<file path="src/rtl/ff_pkg.sv">
// Shared types and constants for the foodfight input conditioner.
package ff_pkg;

   typedef enum logic [1:0] {
      ST_IDLE,
      ST_PULSE,
      ST_LOCK
   } coin_state_t;

   localparam int unsigned TEST    = 0;
   localparam int unsigned THROW2  = 1;
   localparam int unsigned THROW1  = 2;
   localparam int unsigned COINAUX = 3;
   localparam int unsigned START2  = 4;
   localparam int unsigned START1  = 5;
   localparam int unsigned COIN2   = 6;
   localparam int unsigned COIN1   = 7;
   localparam int unsigned CNTRR   = 8;
   localparam int unsigned CNTRL   = 9;

   localparam logic [9:0] DEF_COIN_MASK = 10'b0011001000;

   function automatic int unsigned umax(input int unsigned a, input int unsigned b);
      return (a > b) ? a : b;
   endfunction

endpackage

</file>
<file path="src/rtl/ff_input_cond_if.sv">
// Switch-side bundle between the board inputs and the conditioner outputs.
interface ff_input_cond_if #(
   parameter int unsigned NCH = 10
);
   logic [NCH-1:0] raw_in;
   logic [NCH-1:0] level_out;
   logic [NCH-1:0] rise;
   logic [NCH-1:0] fall;
   logic [NCH-1:0] coin_out;
   logic           coin_drop;

   modport master (output raw_in, input level_out, rise, fall, coin_out, coin_drop);
   modport slave  (input raw_in, output level_out, rise, fall, coin_out, coin_drop);
endinterface

</file>
<file path="src/rtl/ff_debounce.sv">
// One channel: 2-flop synchroniser, counter debouncer, registered edge pulses.
module ff_debounce #(
   parameter int unsigned DB_CYCLES = 12000
) (
   input  logic clk12m,
   input  logic reset,
   input  logic n_in,
   output logic level,
   output logic rise,
   output logic fall,
   output logic rise_nxt
);
   localparam int unsigned CW = $clog2(DB_CYCLES) + 1;
   localparam logic [CW-1:0] LAST = CW'(DB_CYCLES - 1);

   logic          sync1;
   logic          sync2;
   logic [CW-1:0] cnt;
   logic          accept;

   // accept is the edge on which level takes the synchronised value
   assign accept   = (sync2 != level) && (cnt == LAST);
   assign rise_nxt = accept && sync2;

   always_ff @(posedge clk12m or negedge reset) begin
      if (!reset) begin
         sync1 <= 1'b0;
         sync2 <= 1'b0;
         level <= 1'b0;
         cnt   <= '0;
         rise  <= 1'b0;
         fall  <= 1'b0;
      end else begin
         sync1 <= n_in;
         sync2 <= sync1;
         rise  <= rise_nxt;
         fall  <= accept && !sync2;
         if (sync2 == level) begin
            cnt <= '0;
         end else if (accept) begin
            level <= sync2;
            cnt   <= '0;
         end else begin
            cnt <= cnt + CW'(1);
         end
      end
   end
endmodule

</file>
<file path="src/rtl/ff_input_cond.sv">
// Input conditioner: per-channel debounce plus coin pulse stretch and lockout.
module ff_input_cond
   import ff_pkg::*;
#(
   parameter int unsigned    NCH          = 10,
   parameter int unsigned    DB_CYCLES    = 12000,
   parameter logic [NCH-1:0] INVERT       = '0,
   parameter logic [NCH-1:0] COIN_MASK    = NCH'(DEF_COIN_MASK),
   parameter int unsigned    COIN_STRETCH = 4,
   parameter int unsigned    COIN_LOCK    = 120000
) (
   input logic           clk12m,
   input logic           reset,
   ff_input_cond_if.slave io
);
   localparam int unsigned    CCW    = $clog2(umax(COIN_STRETCH, COIN_LOCK)) + 1;
   localparam logic [CCW-1:0] S_LAST = CCW'(COIN_STRETCH - 1);
   localparam logic [CCW-1:0] L_LAST = CCW'((COIN_LOCK > 0) ? COIN_LOCK - 1 : 0);

   logic [NCH-1:0] rise_nxt;
   logic [NCH-1:0] drop_vec;

   for (genvar i = 0; i < NCH; i++) begin : g_ch
      ff_debounce #(.DB_CYCLES(DB_CYCLES)) u_db (
         .clk12m   (clk12m),
         .reset    (reset),
         .n_in     (io.raw_in[i] ^ INVERT[i]),
         .level    (io.level_out[i]),
         .rise     (io.rise[i]),
         .fall     (io.fall[i]),
         .rise_nxt (rise_nxt[i])
      );

      if (COIN_MASK[i]) begin : g_coin
         coin_state_t    st, st_nxt;
         logic [CCW-1:0] cnt, cnt_nxt;
         logic           drop_c;

         always_ff @(posedge clk12m or negedge reset) begin
            if (!reset) begin
               st  <= ST_IDLE;
               cnt <= '0;
            end else begin
               st  <= st_nxt;
               cnt <= cnt_nxt;
            end
         end

         // a rise on the edge where LOCK expires restarts the pulse without a drop
         always_comb begin
            st_nxt  = st;
            cnt_nxt = cnt;
            drop_c  = 1'b0;
            case (st)
               ST_IDLE: begin
                  if (rise_nxt[i]) begin
                     st_nxt  = ST_PULSE;
                     cnt_nxt = '0;
                  end
               end
               ST_PULSE: begin
                  drop_c = rise_nxt[i];
                  if (cnt == S_LAST) begin
                     cnt_nxt = '0;
                     st_nxt  = (COIN_LOCK == 0) ? ST_IDLE : ST_LOCK;
                  end else begin
                     cnt_nxt = cnt + CCW'(1);
                  end
               end
               ST_LOCK: begin
                  if (cnt == L_LAST) begin
                     cnt_nxt = '0;
                     st_nxt  = rise_nxt[i] ? ST_PULSE : ST_IDLE;
                  end else begin
                     cnt_nxt = cnt + CCW'(1);
                     drop_c  = rise_nxt[i];
                  end
               end
               default: begin
                  st_nxt  = ST_IDLE;
                  cnt_nxt = '0;
               end
            endcase
         end

         assign io.coin_out[i] = (st == ST_PULSE);
         assign drop_vec[i]    = drop_c;
      end else begin : g_plain
         assign io.coin_out[i] = 1'b0;
         assign drop_vec[i]    = 1'b0;
      end
   end

   always_ff @(posedge clk12m or negedge reset) begin
      if (!reset) io.coin_drop <= 1'b0;
      else        io.coin_drop <= |drop_vec;
   end
endmodule

</file>
<file path="src/flat_wrapper.sv">
// flat-port wrapper written by rule: the top's interface ports become plain ports
module ff_input_cond_flat import ff_pkg::*;
#(
   parameter int unsigned    NCH          = 10,
   parameter int unsigned    DB_CYCLES    = 12000,
   parameter logic [NCH-1:0] INVERT       = '0,
   parameter logic [NCH-1:0] COIN_MASK    = NCH'(DEF_COIN_MASK),
   parameter int unsigned    COIN_STRETCH = 4,
   parameter int unsigned    COIN_LOCK    = 120000
)
  (clk12m, reset, io_raw_in, io_level_out, io_rise, io_fall, io_coin_out, io_coin_drop);
  ff_input_cond_if #(.NCH(NCH)) io_i ();
  input logic clk12m;
  input logic reset;
  input wire logic [$bits(io_i.raw_in)-1:0] io_raw_in;
  output wire logic [$bits(io_i.level_out)-1:0] io_level_out;
  output wire logic [$bits(io_i.rise)-1:0] io_rise;
  output wire logic [$bits(io_i.fall)-1:0] io_fall;
  output wire logic [$bits(io_i.coin_out)-1:0] io_coin_out;
  output wire logic [$bits(io_i.coin_drop)-1:0] io_coin_drop;
  assign io_i.raw_in = io_raw_in;
  assign io_level_out = io_i.level_out;
  assign io_rise = io_i.rise;
  assign io_fall = io_i.fall;
  assign io_coin_out = io_i.coin_out;
  assign io_coin_drop = io_i.coin_drop;
  ff_input_cond #(.NCH(NCH), .DB_CYCLES(DB_CYCLES), .INVERT(INVERT), .COIN_MASK(COIN_MASK), .COIN_STRETCH(COIN_STRETCH), .COIN_LOCK(COIN_LOCK)) u_core (.clk12m(clk12m), .reset(reset), .io(io_i));
endmodule
</file>
<file path="config.mk">
export PLATFORM = sky130hd
export DESIGN_NAME = ff_input_cond_flat
export DESIGN_NICKNAME = d
export VERILOG_FILES = /design/src/rtl/ff_pkg.sv /design/src/rtl/ff_input_cond_if.sv /design/src/rtl/ff_debounce.sv /design/src/rtl/ff_input_cond.sv /design/src/flat_wrapper.sv
export SDC_FILE = /design/constraint.sdc
export NUM_CORES = 1
export LEC_CHECK = 0
export CAP_MARGIN = 0
export CORE_AREA = 10 10 217 219
export CTS_CLUSTER_DIAMETER = 200
export CTS_CLUSTER_SIZE = 28
export DETAILED_ROUTE_END_ITERATION = 6
export DIE_AREA = 0 0 227 229
export HOLD_SLACK_MARGIN = 0.06
export PLACE_DENSITY = 0.44
export SLEW_MARGIN = 0
export SYNTH_ARGS = -nofsm -noshare
export SYNTH_HDL_FRONTEND = slang
export SYNTH_SLANG_ARGS = --single-unit
</file>
<file path="constraint.sdc">
create_clock -name clk12m -period 1.9 [get_ports clk12m]
set_input_delay 0.475 -clock clk12m [delete_from_list [all_inputs] [get_ports clk12m]]
set_output_delay 0.475 -clock clk12m [all_outputs]
set_load 0.1 [all_outputs]
</file>
# == After elaboration in Yosys (flattened, before gate mapping) ==
# Cells that the tools add are included.
# totals
in_bits,12
output_inout_bits,41
ff_bits,261
wordCells,251
# op_classes
reduce_logical,57
add_sub_neg,13
bitwise_logic,10
muxes,53
n_eq_ne,51
# ops
cell,count
2-to-1 mux 15 bit,20
2-to-1 mux 18 bit,9
one-hot mux 18 bit (3 select lines),3
"adder 15 x 1 -> 15 bit, second input constant",10
"equality test 15 x 14 -> 1 bit, second input constant",10
"adder 18 x 1 -> 18 bit, second input constant",3
"equality test 18 x 17 -> 1 bit, second input constant",3
"equality test 18 x 2 -> 1 bit, second input constant",3
logical AND 1 bit,30
AND reduction 2 bit,10
2-to-1 mux 2 bit,9
one-hot mux 2 bit (3 select lines),3
"!= test 2 x 1 -> 1 bit, second input constant",6
equality test 1 bit,10
zero test 1 bit,10
!= test 1 bit,10
inverter 1 bit,10
AND reduction 3 bit,3
"equality test 2 x 1 -> 1 bit, second input constant",3
"equality test 2 bit, second input constant",3
zero test 2 bit,3
2-to-1 mux 1 bit,6
"!= test 2 bit, second input constant",3
one-hot mux 1 bit (2 select lines),3
OR reduction 3 bit,1

# == Depth between registers and ports, before layout ==
# logic_depth
ltp_word,6
ltp_mapped,9
mapped_depth_nobuf,7

# == Modules after synthesis ==
# Synthesis repeated with hierarchy kept, for this count alone.
# unflattened
hier_cells,1269
area_unflattened_um2,12754.7
# modules_own_cells
module,cells_per_inst,instances,seq_area_each_um2,area_each_um2
ff_debounce,85,10,500.5,902.1
ff_input_cond,419,1,1526.5,3733.6

# == Least setup slack after synthesis ==
# No wires, ideal clock.
# synth_path
kind,register to register
from,register u_core.g_ch[6].u_db.cnt[0]
to,register u_core.g_ch[6].g_coin.cnt[16]
path_buffers,1
path_stages_with_launch,9
setup_ns,0.131
period_less_slack_ns,1.919
required_ns,1.769
arrival_ns,1.787
path_slack_ns,-0.019
cell_sequence,dfrtp_1 ha_1 nor4b_2 and4_1 buf_2 a21boi_4 and4bb_2 xnor2_1 nor2_1
# synth_via
elab_chain_len,4
# synth_rtl
element,line_no,text
"start, declared",ff_debounce.sv:18,logic [CW-1:0] cnt;
"start signal, assigned",ff_debounce.sv:44,cnt <= cnt + CW'(1);
equality test 15 x 14 -> 1 bit,ff_debounce.sv:22,assign accept = (sync2 != level) && (cnt == LAST);
logical AND 1 bit,ff_debounce.sv:22,
logical AND 1 bit,ff_debounce.sv:23,assign rise_nxt = accept && sync2;
!= test 2 bit (no line),n/a,
"end signal, assigned",ff_input_cond.sv:45,cnt <= cnt_nxt;
"end, declared",ff_input_cond.sv:36,"logic [CCW-1:0] cnt, cnt_nxt;"
# No other way between the ends.
# A chain may end at the register's enable or synchronous reset.

# == Final worst setup path ==
# layout_path
from,register u_core.g_ch[7].g_coin.cnt[0]
to,register u_core.g_ch[7].g_coin.cnt[5]
# layout_via
elab_chain_len,3
elab_cells_between_ends,6
classes_between,add/sub: 1; eq/ne: 2; mux: 3
# layout_rtl
element,line_no,text
"start, declared",ff_input_cond.sv:36,
"start signal, assigned",ff_input_cond.sv:45,
"adder 18 x 1 -> 18 bit, or another cell as far along","ff_input_cond.sv:67, ff_input_cond.sv:75",
"2-to-1 mux 18 bit, on equally long branches","ff_input_cond.sv:71, ff_input_cond.sv:63",
one-hot mux 18 bit (3 select lines) (*),ff_input_cond.sv:54,case (st)
# Every way passes the cells marked *; elsewhere a longest branch is shown, timed or not.

==> metrics.md <==
| Metric | Value |
|---|---|
| Die Y | `229 µm` |
| Yosys warns | `0` |
| Mapped Area | `0.0126 mm²` |
| Flop-to-flop setup slack | `-0.08 ns` |
| ANT nets after route | `0` |
| Layout area overhead | `24.4%` |
| Worst hold path class | `reg2reg` |
| Initial core utilization | `0.295` |
| Clock Tree Buf Depth | `3` |
| Pwr/cell area | `590 mW/mm²` |
| Initial antenna violation count | `0` |
| Fillers | `4243` |
| Finished Cell Area | `0.0157 mm²` |
| Routability-driven placement congestion ratio | `0.777` |
| Worst Path Arrival | `2.37 ns` |
| Hold Crit Start | `u_core.g_ch[7].u_db.sync1` |
| Nets | `1442` |
| Clock Sinks | `261` |
| Clk slew on worst S/H paths | `0.11 ns` |
| Compound-Gate Fraction of Synth Area | `0.0565` |
| Largest net degree at the start of global routing | `58` |
| Synth cell types | `52` |
| Seq/Total Area, Yosys | `0.518` |
| Initial DRT Pass Iterations | `4` |
| Layout cells sized above 1 | `0.221` |
| Post-Route WL | `26400 µm` |
| PnR worst setup slack | `-0.0797 ns` |
| Synth top cells by count | `dfrtp_1, nor2_1, xor2_1` |
| Clk Latency, worst-skew pair | `0.50 ns` |
| Final setup vio count | `13` |
| Period utilization | `1.04` |
| F_max | `505 MHz` |
| CTS tree | `done` |
| Antenna Cells | `0` |
| Static Leak | `6.90 nW` |
| Simple-gate share of the synthesized area | `0.238` |
| Die W | `227 µm` |
| Critical Path RT | `2.29 ns` |
| R2r worst-path depth | `8` |
| Mux share of post-synthesis cell area | `0.00982` |
| DRT iter0 DRCs | `486` |
| Area after DPL | `0.0146 mm²` |
| Part of the power in combinational logic | `0.049` |
| Vias in the first global route | `8904` |
| Global-route wire length before repair | `44300 µm` |
| Worst vdd ir | `387 µV` |
| Num ports | `53` |
| Detailed-route DRC error count | `0` |
| Vias post-DR | `9006` |
| Port Buf Inserts | `45` |
| Overflow after GRT | `0` |
| Clock skew | `0.0273 ns` |
| Max FO, Critical Path | `4` |
| RR Startpoint | `u_core.g_ch[7].g_coin.cnt[0]` |
| Post-synth top area cell | `dfrtp_1` |
| XOR/XNOR Fraction of Synth Area | `0.109` |
| Sequential Power Share | `0.614` |
| DR WL/cell | `13.5 µm` |
| CTS root buffer | `clkbuf_16` |
| Core area | `0.0427 mm²` |
| Total negative slack | `-0.478 ns` |
| Slew Viols, Final | `0` |
| Startpoint types | `register` |
| Detailed placer's ending HPWL | `17800 µm` |
| Clock group share of total power | `0.338` |
| Status | `complete, but fails checks` |
| Max_cap viols | `0` |
| R2r endpoint | `u_core.g_ch[7].g_coin.cnt[5]` |
| Net Switching | `0.00222 W` |
| All-Layer GR Usage | `0.0996` |
| Internal power | `0.00705 W` |
| Total die area | `0.0520 mm²` |
| Post-Syn Instances | `1246` |
| Critical path class | `reg2reg` |
| Synth Area per Inst | `10.1 µm²` |
| Most common cell in the netlist | `dfrtp_1` |
| CTS Buf Count | `13` |
| Worst setup EP type | `register` |
| RSZ-0062 raised after global routing | `yes` |
| Final Non-Filler Cells | `1950` |
| Via/cell ratio | `4.62` |
| Placed Cells | `1891` |
| Hold Path End | `u_core.g_ch[7].u_db.sync2` |
| Main combinational cell family by area after synthesis | `simple AND/OR/NAND/NOR gates` |
| Violated checks | `negative setup slack` |
| Hold path cells | `0` |
| Post-synth EDFFs | `0` |
| Ys async rst share | `1.00` |
| Post-synthesis adder-cell area fraction | `0.0248` |
| #FFs+latches synth | `261` |
| Switching Share | `0.239` |
| Area contributors post-synth | `dfrtp_1, nor2_1, xor2_1` |
| Std cell rows | `76` |
| Top_reg_cell synth | `dfrtp_1` |
| Final hold vios | `0` |
| Setup Slack @ Placement | `-0.0609 ns` |
| Htree depth | `1` |
| Proportion of netlist area held by the largest area contributor | `0.518` |
| Final min period | `1.98 ns` |
## stage by stage
stage               power (W)  hold slack [ns]   util
floorplan             0.00602            0.179      -
global placement      0.00625            0.332  0.342
detailed placement    0.00625            0.337  0.342
CTS                   0.00953            0.363  0.355
global route          0.00973            0.369  0.367
finish                0.00926            0.361  0.367
## metal layers
layer | global-route usage | vias to the layer above | part of all wire
met5 | 0 | - | 0
met4 | 0.0217 | 0 | 0.018
met3 | 0.0162 | 21 | 0.029
met2 | 0.154 | 71 | 0.46
met1 | 0.143 | 4399 | 0.50
li1 | - | 4515 | -
## cells in the final DEF, fill, tap and decap left out, types with 15 or more instances in the layout
cell,instances
a22o_1,15
xnor2_1,60
buf_12,42
nand3_1,85
and3_1,25
dfrtp_1,259
or3_1,18
nand2_1,60
nand4_1,58
nor2_1,224
a21oi_1,15
buf_4,139
nor3_1,15
ha_1,15
o21ai_0,17
xor2_1,97
inv_1,26
## sequential cells by signal, summed over array words and instances (netlist names)
register                count
u_core.g_ch.g_coin.cnt     54
u_core.g_ch.u_db.cnt      150
u_core.g_ch.u_db.sync1     10
u_core.g_ch.u_db.level     10
u_core.g_ch.u_db.fall      10
u_core.io.coin_drop         1
u_core.g_ch.g_coin.st       6
u_core.g_ch.u_db.sync2     10
u_core.g_ch.u_db.rise      10
## worst max-delay path, stage by stage (launching register included)
cell     delay [ns]
dfrtp_1        0.37
ha_2           0.20
and3_4         0.21
nand3_4        0.07
o31a_1         0.35
o21ai_4        0.25
buf_6          0.15
o21ai_1        0.07
a22o_1         0.19
## repair_timing
action                                 in CTS  in global routing
setup buffers                              16                 27
gates resized for setup                    20                 75
endpoints found under the hold margin      26                  0
hold buffers                                1                  0
gates cloned                                0                  3
setup endpoints to repair                  27                117
pin swaps                                  10                 33
## final cells by class
class                   instances  area (µm²)  share of cell area
repair buffers                202        2110               0.135
clock buffers                  13         325              0.0207
inverters                      28         105             0.00670
well taps                     546         683              0.0435
flip-flops and latches        261        6530               0.416
multi-input cells             899        5910               0.377
clock inverters                 1        20.0             0.00128
## worst max path at each step
stage | start | end | slack, ns | depth (start not counted)
floorplan | u_core.g_ch[3].u_db.cnt[0] | u_core.g_ch[3].g_coin.cnt[12] | 0.004 | 9
global placement | u_core.g_ch[6].g_coin.cnt[1] | u_core.g_ch[6].g_coin.cnt[0] | -0.02 | 7
detailed placement | u_core.g_ch[7].g_coin.cnt[0] | u_core.g_ch[7].g_coin.cnt[0] | -0.06 | 7
CTS | u_core.g_ch[7].g_coin.st[1] | io_coin_out[7] | -0.04 | 4
global route | u_core.g_ch[7].g_coin.cnt[0] | u_core.g_ch[7].g_coin.cnt[5] | -0.16 | 8
finish | u_core.g_ch[7].g_coin.cnt[0] | u_core.g_ch[7].g_coin.cnt[5] | -0.08 | 8
## power by group through the flow
stage               sequential [W]  combinational, W  clock, W
floorplan                  0.00579          0.000231         0
global placement           0.00579          0.000457         0
CTS                        0.00569          0.000460   0.00338
finish                     0.00569          0.000450   0.00313
detailed placement         0.00579          0.000456         0
global route               0.00570          0.000521   0.00351
## cells by family (layout without fill, tap and decap cells)
kind of cell    Yosys count  count (layout)
fa+ha+maj                25              25
flops                   261             261
buf+inv                  95             244
other cells               1               7
mux                      11              11
simple gates            597             599
xor+xnor                157             157
compound gates           99             100
No activity file was read; power rests on OpenSTA's default activity.
